**config.mk**
```make
export PLATFORM = sky130hd
export DESIGN_NAME = wb_writer
export DESIGN_NICKNAME = d
export VERILOG_FILES = /design/src/rtl/wb_writer_pkg.sv /design/src/rtl/wb_writer.sv
export SDC_FILE = /design/constraint.sdc
export NUM_CORES = 1
export LEC_CHECK = 0
export CAP_MARGIN = 20
export CORE_MARGIN = 5
export CORE_UTILIZATION = 36
export CTS_BUF_LIST = sky130_fd_sc_hd__clkbuf_4 sky130_fd_sc_hd__clkbuf_8 sky130_fd_sc_hd__clkbuf_16
export DETAILED_ROUTE_END_ITERATION = 10
export GPL_TIMING_DRIVEN = 0
export PLACE_DENSITY_LB_ADDON = 0.12
export SETUP_SLACK_MARGIN = 0.15
export SLEW_MARGIN = 25
export SYNTH_ARGS = -nofsm -noshare
export SYNTH_HDL_FRONTEND = slang
export SYNTH_SLANG_ARGS = --single-unit
export TNS_END_PERCENT = 100
```
**constraint.sdc**
```tcl
create_clock -name clk -period 1.8 [get_ports clk]
set_input_delay 0.36 -clock clk [delete_from_list [all_inputs] [get_ports clk]]
set_output_delay 0.36 -clock clk [all_outputs]
set_load 0.005 [all_outputs]
```
**src/rtl/wb_writer_pkg.sv**
```systemverilog
// Shared processor definitions for the write-back stage: FSM state encoding
// and the hard-wired zero register address.
package wb_writer_pkg;

  typedef enum logic [1:0] {
    RUN      = 2'd0,
    WAIT_MEM = 2'd1,
    DRAIN    = 2'd2,
    HALTED   = 2'd3
  } wb_state_e;

  localparam logic [31:0] ZERO_REG_ADDR = 32'd0;

  // True when a destination address names the hard-wired zero register.
  function automatic logic is_zero_reg(input logic [31:0] addr);
    return (addr == ZERO_REG_ADDR);
  endfunction

endpackage

```
**src/rtl/wb_writer.sv**
```systemverilog
// Write-back stage: retires ALU results and load returns into the register
// file, stalls upstream while a load is outstanding, and halts on HLT.
module wb_writer
  import wb_writer_pkg::*;
#(
  parameter int DATA_W = 16,
  parameter int ADDR_W = 4
) (
  input  logic              clk,
  input  logic              rst,
  input  logic              in_vld,
  input  logic              in_we,
  input  logic              in_ld,
  input  logic              in_hlt,
  input  logic [ADDR_W-1:0] in_addr,
  input  logic [DATA_W-1:0] alu_res,
  input  logic              mem_vld,
  input  logic [DATA_W-1:0] mem_data,
  output logic              stall,
  output logic              we,
  output logic [ADDR_W-1:0] dst_addr,
  output logic [DATA_W-1:0] dst,
  output logic              hlt
);

  wb_state_e         state_q, state_d;
  logic              we_q, we_d;
  logic [ADDR_W-1:0] dst_addr_q, dst_addr_d;
  logic [DATA_W-1:0] dst_q, dst_d;
  logic [ADDR_W-1:0] ld_addr_q, ld_addr_d;
  logic              hlt_q, hlt_d;
  logic              accept_s;

  assign stall    = (state_q != RUN);
  assign accept_s = in_vld && (state_q == RUN);

  always_comb begin
    state_d    = state_q;
    we_d       = 1'b0;
    dst_d      = dst_q;
    dst_addr_d = dst_addr_q;
    ld_addr_d  = ld_addr_q;
    hlt_d      = hlt_q;
    case (state_q)
      RUN: begin
        if (accept_s) begin
          // HLT wins over any write fields carried on the same offer.
          if (in_hlt) begin
            state_d = DRAIN;
          end else if (in_ld) begin
            ld_addr_d = in_addr;
            state_d   = WAIT_MEM;
          end else if (in_we && !is_zero_reg(32'(in_addr))) begin
            we_d       = 1'b1;
            dst_d      = alu_res;
            dst_addr_d = in_addr;
          end else begin
            state_d = RUN;
          end
        end else begin
          state_d = RUN;
        end
      end
      WAIT_MEM: begin
        if (mem_vld) begin
          state_d = RUN;
          if (!is_zero_reg(32'(ld_addr_q))) begin
            we_d       = 1'b1;
            dst_d      = mem_data;
            dst_addr_d = ld_addr_q;
          end else begin
            we_d = 1'b0;
          end
        end else begin
          state_d = WAIT_MEM;
        end
      end
      DRAIN: begin
        state_d = HALTED;
        hlt_d   = 1'b1;
      end
      HALTED: begin
        state_d = HALTED;
        hlt_d   = 1'b1;
      end
      default: begin
        state_d = RUN;
      end
    endcase
  end

  always_ff @(posedge clk or posedge rst) begin
    if (rst) begin
      state_q    <= RUN;
      we_q       <= 1'b0;
      dst_q      <= '0;
      dst_addr_q <= '0;
      ld_addr_q  <= '0;
      hlt_q      <= 1'b0;
    end else begin
      state_q    <= state_d;
      we_q       <= we_d;
      dst_q      <= dst_d;
      dst_addr_q <= dst_addr_d;
      ld_addr_q  <= ld_addr_d;
      hlt_q      <= hlt_d;
    end
  end

  assign we       = we_q;
  assign dst      = dst_q;
  assign dst_addr = dst_addr_q;
  assign hlt      = hlt_q;

endmodule

```
* Word level (Yosys, flattened, before mapping) *
Cells that the tools add are included.

operators by class
  eq/ne operators = 10
  multiplexer cells = 27
  bitwise operators = 1
  reduce and logical (&&, ||, !) cells = 11

operators by type and width
  kind                  count
  $mux W16              6
  $pmux W16 S2          1
  $mux W4               6
  $ne A2 B2 Y1 const B  5
  $logic_not A4 Y1      2
  $mux W2               4
  $pmux W4 S2           1
  $mux W1               7
  $reduce_and A7 Y1     1
  $pmux W2 S3           1
  $ne A5 B5 Y1 const B  1
  $eq A2 B2 Y1 const B  2
  $reduce_and A4 Y1     1
  $reduce_bool A2 Y1    2
  $eq A2 B1 Y1 const B  1
  $logic_and A1 B1 Y1   2
  $logic_not A2 Y1      1
  $ne A2 B1 Y1 const B  1
  $pmux W1 S2           1
  $reduce_or A2 Y1      1
  $logic_not A1 Y1      1
  $not A1 Y1            1

storage, ports and cells
  register bits after elaboration = 28
  output and inout bits = 23
  word-level logic and storage cells = 55

* Longest topological paths before layout *
Gate-level depths: netlist of the first run.

  depth after elaboration = 8
  gate-level depth with buffers = 4
  mapped depth without buffers = 3

* Worst setup path after synthesis of the first run *
OpenSTA, ideal clock, no wires.

  path type = register to register
  from = register state_q[1]
  to = register dst_q[0], in the netlist dst[0]
  data arrival time = 1.715 ns
  data required time = 1.675 ns
  path slack = -0.039 ns
  cell stages (with the launch flop) = 5
  buffers on the path = 1
  period minus slack after synthesis = 1.839 ns
  path through = dfrtp_1 > or4b_4 > o32ai_4 > buf_6 > mux2_2

between the ends
  cells in the longest elaborated chain, start to end = 4

ends and longest elaborated chain
  item                                RTL line                          text
  start: declaration                  wb_writer.sv:26                   wb_state_e state_q, state_d;
  start signal: assignment            wb_writer.sv:101                  state_q <= state_d;
  $logic_not A2 Y1                    wb_writer.sv:35, wb_writer.sv:44
  $logic_and A1 B1 Y1                 wb_writer.sv:35                   assign accept_s = in_vld && (state_q == RUN);
  $ne A2 B2 Y1 (no source line)       -
  $reduce_and A7 Y1 (no source line)  -
  end signal: assignment              wb_writer.sv:103                  dst_q <= dst_d;
  end: declaration                    wb_writer.sv:29                   logic [DATA_W-1:0] dst_q, dst_d;

Several ways; a longest one is shown, not always the timed one.
A chain may end at the register's enable or synchronous reset.

* Final worst setup path of the first run *
  from = input in_addr[0]
  to = register dst_q[7], in the netlist dst[7]

between the ends
  cells in the longest elaborated chain, start to end = 5

ends and longest elaborated chain
  item                                RTL line             text
  start: declaration                  wb_writer.sv:15      input logic [ADDR_W-1:0] in_addr,
  $logic_not A4 Y1                    wb_writer_pkg.sv:16  return (addr == ZERO_REG_ADDR);
  $logic_not A1 Y1                    wb_writer.sv:53      end else if (in_we && !is_zero_reg(32'(in_addr))) begin
  $logic_and A1 B1 Y1                 wb_writer.sv:53
  $ne A2 B1 Y1 (no source line)       -
  $reduce_and A7 Y1 (no source line)  -

Every way passes these cells.

==> results of run 1 <==
-- path summary, 6_finish.rpt --
check                      slack [ps]  cells after the start       to        from
max in group asynchronous         930                      2   dst[6]         rst
min                               470                      2  dst[13]         rst
min in group clk                  470                      1      hlt         hlt
max                               -90                      6   dst[7]  in_addr[0]
max reg2reg                       -80                      5   dst[7]  state_q[0]
min reg2reg                       470                      1      hlt         hlt
-- cell usage in the layout (no fill, tap or decap), types with 3 or more instances in the layout --
master	Yosys	routed
buf_4	0	3
dfrtp_1	28	28
buf_6	2	3
clkdlybuf4s50_1	0	62
mux2_4	0	22
mux2_2	44	22
clkbuf_8	0	3
buf_8	0	4
-- power by group through the flow --
stage | Combinational (W) | Sequential, W | Clock, W
after floorplan | 0.000406 | 0.00104 | 0
after global placement | 0.00105 | 0.00102 | 0
after detailed placement | 0.00106 | 0.00104 | 0
after CTS | 0.00126 | 0.00103 | 0.000344
after global routing | 0.00133 | 0.00106 | 0.000369
final | 0.00125 | 0.00103 | 0.000329
-- cells by family after synthesis --
logic type	share of synthesized area [%]
AOI/OAI and AO/OA	2.96
buffers and inverters	3.33
DFF	51.8
muxes	36.6
and+or+nand+nor	5.36
-- flip-flops by register name, indices dropped and copies added (netlist names) --
| register | count |
|---|---|
| dst_addr | 4 |
| state_q | 2 |
| dst | 16 |
| ld_addr_q | 4 |
| hlt | 1 |
| we | 1 |
-- per-stage QoR --
| step | hold slack (ps) | setup TNS [ps] | area, sq um | total power (W) |
|---|---|---|---|---|
| 6_report | 467 | -1710 | 2270 | 0.00260 |
| 3_5_place_dp | 453 | -10900 | 2070 | 0.00210 |
| 3_3_place_gp | 450 | -10900 | 2070 | 0.00207 |
| 5_1_grt | 483 | -2800 | 2270 | 0.00276 |
| 4_1_cts | 469 | -2600 | 2270 | 0.00263 |
| 2_1_floorplan | 425 | -725 | 1360 | 0.00145 |
-- critical path, cell delays in order --
cell,delay [ps]
clkdlybuf4s50_1,460
nor4_1,470
o32ai_4,160
buf_6,170
buf_8,130
mux2_4,290
-- layout make-up --
class	instances	area share, %
inverters	3	0.496
repair buffers	72	31.4
plain buffers	5	2.37
multi-input cells	58	30.4
flip-flops and latches	28	30.8
well taps	48	2.64
clock buffers	3	1.82
-- what timing repair did --
item	CTS	global route
endpoints found under the hold margin	0	0
pin swaps	3	1
buffers inserted	5	0
gates resized for setup	35	6
setup endpoints to repair	25	25
cloned	2	0
-- metal layers --
metal | vias up | wire length, um | global-route usage (%)
met1 | 516 | 1460 | 18.4
met2 | 32 | 1700 | 22.4
met4 | 0 | 17 | 4.38
met5 | - | 0 | 0
met3 | 2 | 184 | 2.95
li1 | 483 | - | -
==> run_results.csv, run 1 <==
group,metric,value,unit
cells_and_area,fill_cells,296,
clock_network,cts.sinks,28,
global_routing,track_usage,13.8,%
sta,setup_viol,20,
sta,period_minus_slack,1890,ps
sta,rsz0062_at_grt,"true",
critical_path,required,1950,ps
global_routing,overflow,0,
sta,max_freq,0.528,GHz
route,firstDrtPassIters,4,
global_routing,grt_pass1_wl,5630,um
sta,period_share,105,%
sta,hold_viol,0,
floorplanning,die_w,71.3,um
floorplanning,rows,22,
run,drv_cap,0,
logic_synthesis,avgSynthCellArea,14.4,sq um
critical_path,crit_arrival,2050,ps
sta,worst_pin_slew,596,ps
clock_network,cts_buffer_depth,2,
clock_network,numCtsBuffers,3,
logic_synthesis,synth_cells,94,
clock_network,postCtsHoldBufs,0,
global_routing,grt_pass1_vias,1144,
floorplanning,die_h,71.3,um
power,ir_drop,0.631,mV
floorplanning,initial_core_util,37.0,%
cells_and_area,final_layout_size_suffix_gt1_share,37.9,%
critical_path,crit_type,"input pin to flop",
cells_and_area,final_cells,217,
logic_synthesis,yosysSeqAreaShare,51.8,%
cells_and_area,multi_input_area,691,sq um
logic_synthesis,ys_seq_elements,28,
place,dpl.hpwl,2390,um
logic_synthesis,post-synth-top-area-cell,"dfrtp_1",
clock_network,cts-root-buf,"clkbuf_8",
clock_network,clkTransAtPathRegs,90,ps
route,vias,1033,
power,p_seq_share,39.5,%
logic_synthesis,synth_edf_count,0,
hold_path,min_path_type,"input pin to asynchronous set/reset pin",
place,place_ws,-503,ps
cells_and_area,nets,214,
sta,fin_ws,-94.4,ps
critical_path,cp-start-kind,"input pin",
route,wire_per_inst,15.5,um
critical_path,crit_path_end_kind,"flop",
logic_synthesis,yosysUniqueCellTypes,15,
run_status,violations,"negative setup slack",
power,p_leak,0.972,nW
logic_synthesis,synth_top_area_share,51.8,%
cells_and_area,fin_util,62.1,%
logic_synthesis,syn_nets,137,
power,switching_power,0.000654,W
logic_synthesis,synthesis.area,1350,sq um
global_routing,antenna_found_initial,0,
cells_and_area,antenna_cells,0,
logic_synthesis,synth_ff_type,"dfrtp_1",
route,drc,0,
logic_synthesis,synthArstFlopShare,100,%
logic_synthesis,synth_most_common_cell,"mux2_2",
route,wl,3360,um
critical_path,cp_max_fo,5,
power,combPwrFrac,47.9,%
power,power_density,1140,nW/um^2
clock_network,cts_tree,"done",
place,gp_congestion,0.688,
logic_synthesis,synth_warnings,0,
cells_and_area,syn2layout_area_growth,67.8,%
sta,fin_worst_skew,7.77,ps
power,switching_share,25.2,%
clock_network,htreeDepth,1,
floorplanning,core-area,3660,sq um
route,vias_per_cell,4.76,
power,clkPwrFrac,12.6,%
floorplanning,dieArea,5090,sq um
global_routing,grt_max_degree,29,
run_status,status,"complete, but fails checks",
sta,finalMaxSlewViolations,0,
sta,maxSlewHeadroom,60.2,%
place,dp_cells,207,
cells_and_area,regArea,701,sq um
power,p_int,0.00195,W
route,antenna_left,0,
logic_synthesis,synthTopCellsByCount,"44 x mux2_2, 28 x dfrtp_1, 3 x clkbuf_1, 3 x inv_1",
logic_synthesis,ys_top_cells_by_area,"dfrtp_1 52%, mux2_2 37%, o32ai_4 2.0%",
place,port_buffers,65,
clock_network,clock_latency,270,ps
floorplanning,ios,66,
route,dr.first_iter.drc_count,41,
Note: power is estimated with default switching activity, not from simulation.
==> inputs of run 2 (changes only) <==
CORE_UTILIZATION = 31   (was 36)
==> run 2 against run 1 <==
  * The flow still finishes with violations (negative setup slack)
  * Die area increased by 14%
  * Register-to-register slack worse by 40 ps
  * Clock power grew 52%
  * Non-clock buffer count fell by 1
  * Largest cell class unchanged
==> run_results.csv, run 2 (synthesis gave the netlist of run 1 again) <==
group,metric,value,unit
run_status,status,"complete, but fails checks",
run_status,violations,"negative setup slack",
floorplanning,die_h,76.1,um
route,wire_per_inst,15.8,um
route,antenna_left,0,
route,drc,0,
floorplanning,initial_core_util,31.5,%
global_routing,antenna_found_initial,0,
clock_network,htreeDepth,1,
floorplanning,die_w,76.1,um
power,ir_drop,0.591,mV
route,wl_met1,1540,um
floorplanning,rows,24,
place,place_ws,-512,ps
route,wl,3480,um
floorplanning,ios,66,
clock_network,cts_buffer_depth,2,
sta,maxSlewHeadroom,61.1,%
clock_network,cts-root-buf,"clkbuf_8",
cells_and_area,final_cells,221,
global_routing,grt_pass1_wl,5730,um
floorplanning,dieArea,5790,sq um
critical_path,cp_max_fo,5,
cells_and_area,layout.cells.most_common_list,"62 x clkdlybuf4s50_1, 28 x dfrtp_1, 23 x mux2_4",
sta,rsz0062_at_grt,"true",
cells_and_area,final_cell_area,2320,sq um
route,dr.first_iter.drc_count,30,
cells_and_area,largest_reg_flops,16,
critical_path,required,1970,ps
sta,hold_slack,456,ps
route,top_layer,"met4",
clock_network,clock_latency,270,ps
global_routing,grt_max_degree,29,
clock_network,numCtsBuffers,3,
sta,period_minus_slack,1920,ps
floorplanning,core-area,4290,sq um
global_routing,overflow,0,
critical_path,crit_arrival,2090,ps
clock_network,cts_tree,"done",
clock_network,postCtsHoldBufs,0,
power,power_density,1200,nW/um^2
place,gp_congestion,0.700,
global_routing,grt_pass1_vias,1158,
critical_path,cp-start-kind,"flop",
place,dpl.hpwl,2440,um
place,port_buffers,65,
cells_and_area,mostFrequentLayoutCell,"clkdlybuf4s50_1",
critical_path,crit_path_end_kind,"flop",
sta,max_freq,0.521,GHz
route,firstDrtPassIters,2,
route,dr_wl_met2,1620,um
sta,fin_ws,-120,ps
clock_network,cts.sinks,28,
place,dp_cells,211,
sta,worst_pin_slew,583,ps
cells_and_area,antenna_cells,0,
sta,setup_viol,20,
route,vias,998,
run,drv_cap,0,
cells_and_area,final_layout_size_suffix_gt1_share,39.1,%
critical_path,crit_type,"flop to flop",
cells_and_area,nets,213,
sta,hold_viol,0,
clock_network,clkTransAtPathRegs,100,ps
cells_and_area,syn2layout_area_growth,71.3,%
sta,finalMaxSlewViolations,0,
sta,fin_worst_skew,1.39,ps
global_routing,track_usage,12.0,%
power,p_leak,0.988,nW
route,vias_per_cell,4.52,
route,wl_met3,300,um
hold_path,min_path_type,"input pin to asynchronous set/reset pin",
place,place_area,2070,sq um
sta,period_share,107,%
run 2: cell types whose count changed in the layout (fill, tap and decap cells not counted), sizes merged:
| cell | change |
|---|---|
| buf | -1 |
| bufinv | +1 |
run 2: what timing repair did:
action / 4_1_cts / 5_1_grt
gates cloned: 2 / 0
buffers inserted: 4 / 0
gates resized for setup: 27 / 17
endpoints found under the setup margin: 25 / 25
pin swaps: 2 / 3
run 2: worst paths after layout:
path / startpoint / to / slack, ps / depth (start not counted)
max: state_q[0] / dst[1] / -120 / 5
max in group asynchronous: rst / dst[2] / 960 / 2
min in group clk: in_vld / state_q[1] / 480 / 3
max reg2reg: state_q[0] / dst[1] / -120 / 5
min reg2reg: hlt / hlt / 490 / 1
min: rst / dst[4] / 460 / 2
run 2: area by class of cell:
cell class | instances | area (sq um)
clock inverters | 1 | 30.0
plain buffers | 5 | 55.1
clock buffers | 3 | 41.3
repair buffers | 71 | 716
well taps | 52 | 65.1
fillers | 380 | 1970
flip-flops and latches | 28 | 701
inverters | 3 | 11.3
multi-input cells | 58 | 701
run 2: critical path: stages, from the launching register on:
cell and delay [ps]:
dfrtp_1 400, or4b_4 560, o32ai_4 250, buf_12 170, buf_8 130, mux2_4 300
run 2: layer usage:
layer	up-vias	track usage [%]
li1	484	-
met1	472	14.7
met2	40	19.5
met3	2	4.37
met4	0	3.67
met5	-	0
run 2: through the flow:
| stage | TNS (ps) | util, % | power, W |
|---|---|---|---|
| CTS | -3270 | 53.1 | 0.00274 |
| finish | -2230 | 54.0 | 0.00278 |
| global route | -2920 | 54.0 | 0.00293 |
| detailed placement | -11190 | 48.2 | 0.00210 |
| global placement | -10980 | 48.2 | 0.00207 |
| floorplan | -725 | - | 0.00145 |
run 2: report_power, final:
group / switching [W] / internal, W / total, W
Clock: 0.000203 / 0.000298 / 0.000501
Sequential: 0.000138 / 0.000884 / 0.00102
Combinational: 0.000334 / 0.000920 / 0.00125
Total: 0.000675 / 0.00210 / 0.00278
==> inputs of run 3 (changes only) <==
CORE_MARGIN = 8   (was 5)
clock period = 2.4 ns   (was 1.8 ns; I/O delays follow)
==> run 3 against run 2 <==
  * The run now ends clean
  * Worst setup slack improved by 380 ps
  * Sequential power decreased by 25%
  * First-iteration DRC count down 77%
==> run_results.csv, run 3 (synthesis gave the netlist of run 1 again) <==
group,metric,value,unit
critical_path,crit_type,"input pin to flop",
cells_and_area,nets,207,
cells_and_area,largest_reg_flops,16,
clock_network,cts_tree,"done",
sta,hold_slack,486,ps
run,drv_cap,0,
critical_path,r2r_cells,4,
place,place_ws,-28.7,ps
floorplanning,ios,66,
cells_and_area,layout.cells.most_common_list,"65 x clkdlybuf4s50_1, 44 x mux2_2, 28 x dfrtp_1",
critical_path,cp_max_fo,10,
floorplanning,core-area,4290,sq um
place,port_buffers,65,
floorplanning,dieArea,6740,sq um
sta,rsz0062_at_grt,"false",
critical_path,reg2reg_from,"state_q[1]",
clock_network,clock_latency,270,ps
hold_path,min_to,"hlt",
hold_path,whs_path_depth,1,
sta,fin_worst_skew,3.51,ps
power,combPwrFrac,43.0,%
global_routing,overflow,0,
sta,hold_viol,0,
power,switching_share,25.5,%
global_routing,grt_pass1_wl,5310,um
critical_path,r2r-end,"dst_addr[2]",
cells_and_area,fill_cells,400,
clock_network,cts.sinks,28,
floorplanning,initial_core_util,31.5,%
clock_network,cts-root-buf,"clkbuf_8",
sta,max_freq,0.467,GHz
critical_path,crit_path_end_kind,"flop",
sta,period_minus_slack,2140,ps
route,vias,987,
cells_and_area,syn2layout_area_growth,56.9,%
clock_network,clkTransAtPathRegs,90,ps
route,wl,3330,um
critical_path,cp_slowest_cell,"or4b_4",
hold_path,min_path_type,"flop to flop",
route,dr.first_iter.drc_count,7,
clock_network,cts_buffer_depth,2,
route,firstDrtPassIters,4,
critical_path,path_buf_inv,2,
clock_network,cts_setup_buffers,0,
critical_path,critPathTopFamily,"buffers and inverters",
clock_network,htreeDepth,1,
hold_path,hold_start,"hlt",
critical_path,crit_arrival,2300,ps
global_routing,grt_max_degree,29,
power,switching_power,0.000469,W
cells_and_area,fin_util,49.5,%
clock_network,ctsResizeCount,0,
floorplanning,die_h,82.1,um
sta,maxSlewHeadroom,61.0,%
route,wire_per_inst,15.5,um
place,dpl.hpwl,2670,um
power,ir_drop,0.430,mV
floorplanning,die_w,82.1,um
route,drc,0,
critical_path,rrSetupSlack,400,ps
cells_and_area,final_layout_size_suffix_gt1_share,33.7,%
route,vias_per_cell,4.59,
power,p_leak,0.853,nW
place,gp_congestion,0.722,
critical_path,required,2560,ps
clock_network,numCtsBuffers,3,
clock_network,postCtsHoldBufs,0,
power,power_density,867,nW/um^2
global_routing,grt_pass1_vias,1051,
critical_path,path_cells,"clkdlybuf4s50_1, or4b_4, o32ai_4, buf_6, mux2_2",
sta,period_share,89.3,%
power,p_total,0.00184,W
floorplanning,rows,24,
power,p_int,0.00137,W
sta,worst_pin_slew,584,ps
sta,fin_ws,256,ps
critical_path,cpPeakStageDelay,490,ps
cells_and_area,antenna_cells,0,
global_routing,antenna_found_initial,0,
run_status,status,"completed",
sta,setup_viol,0,
global_routing,track_usage,10.1,%
power,clkPwrFrac,15.8,%
cells_and_area,mostFrequentLayoutCell,"clkdlybuf4s50_1",
power,p_seq_share,41.3,%
critical_path,cp-start-kind,"input pin",
route,antenna_left,0,
sta,finalMaxSlewViolations,0,
run 3: power groups by stage:
stage	clock, W	sequential, W	combinational (W)
detailed placement	0	0.000776	0.000809
global placement	0	0.000764	0.000797
global route	0.000325	0.000792	0.000852
CTS	0.000300	0.000766	0.000813
floorplan	0	0.000781	0.000305
finish	0.000290	0.000760	0.000791
run 3: cell type report:
type / instances / area, sq um / share of cell area [%]
inverters: 3 / 11.3 / 0.530
clock buffers: 4 / 55.1 / 2.59
well taps: 52 / 65.1 / 3.06
flip-flops and latches: 28 / 701 / 33.0
repair buffers: 65 / 651 / 30.6
multi-input cells: 58 / 608 / 28.6
plain buffers: 5 / 33.8 / 1.59
run 3: per-stage QoR:
stage	TNS [ps]	instance area, sq um	std cells
floorplan	0	1350	94
global placement	-405	2070	211
detailed placement	-292	2070	211
CTS	0	2120	215
global route	0	2120	215
finish	0	2120	215
run 3: worst max path at each step:
| stage | from | depth (start not counted) | endpoint | slack [ps] |
|---|---|---|---|---|
| 2_1_floorplan | in_hlt | 4 | dst[0] | 540 |
| 3_3_place_gp | in_vld | 5 | dst[5] | -20 |
| 3_5_place_dp | in_vld | 5 | dst_addr[2] | -30 |
| 4_1_cts | in_vld | 5 | dst_addr[2] | 260 |
| 5_1_grt | in_vld | 5 | dst_addr[2] | 220 |
| 6_report | in_vld | 5 | dst_addr[2] | 260 |
run 3: layer usage:
metal / part of all wire [%] / GRT usage (%) / up-vias
met1: 38 / 12.5 / 472
li1: - / - / 474
met4: 0.57 / 3.16 / 0
met3: 13 / 4.38 / 2
met2: 48 / 15.3 / 39
met5: 0 / 0 / -
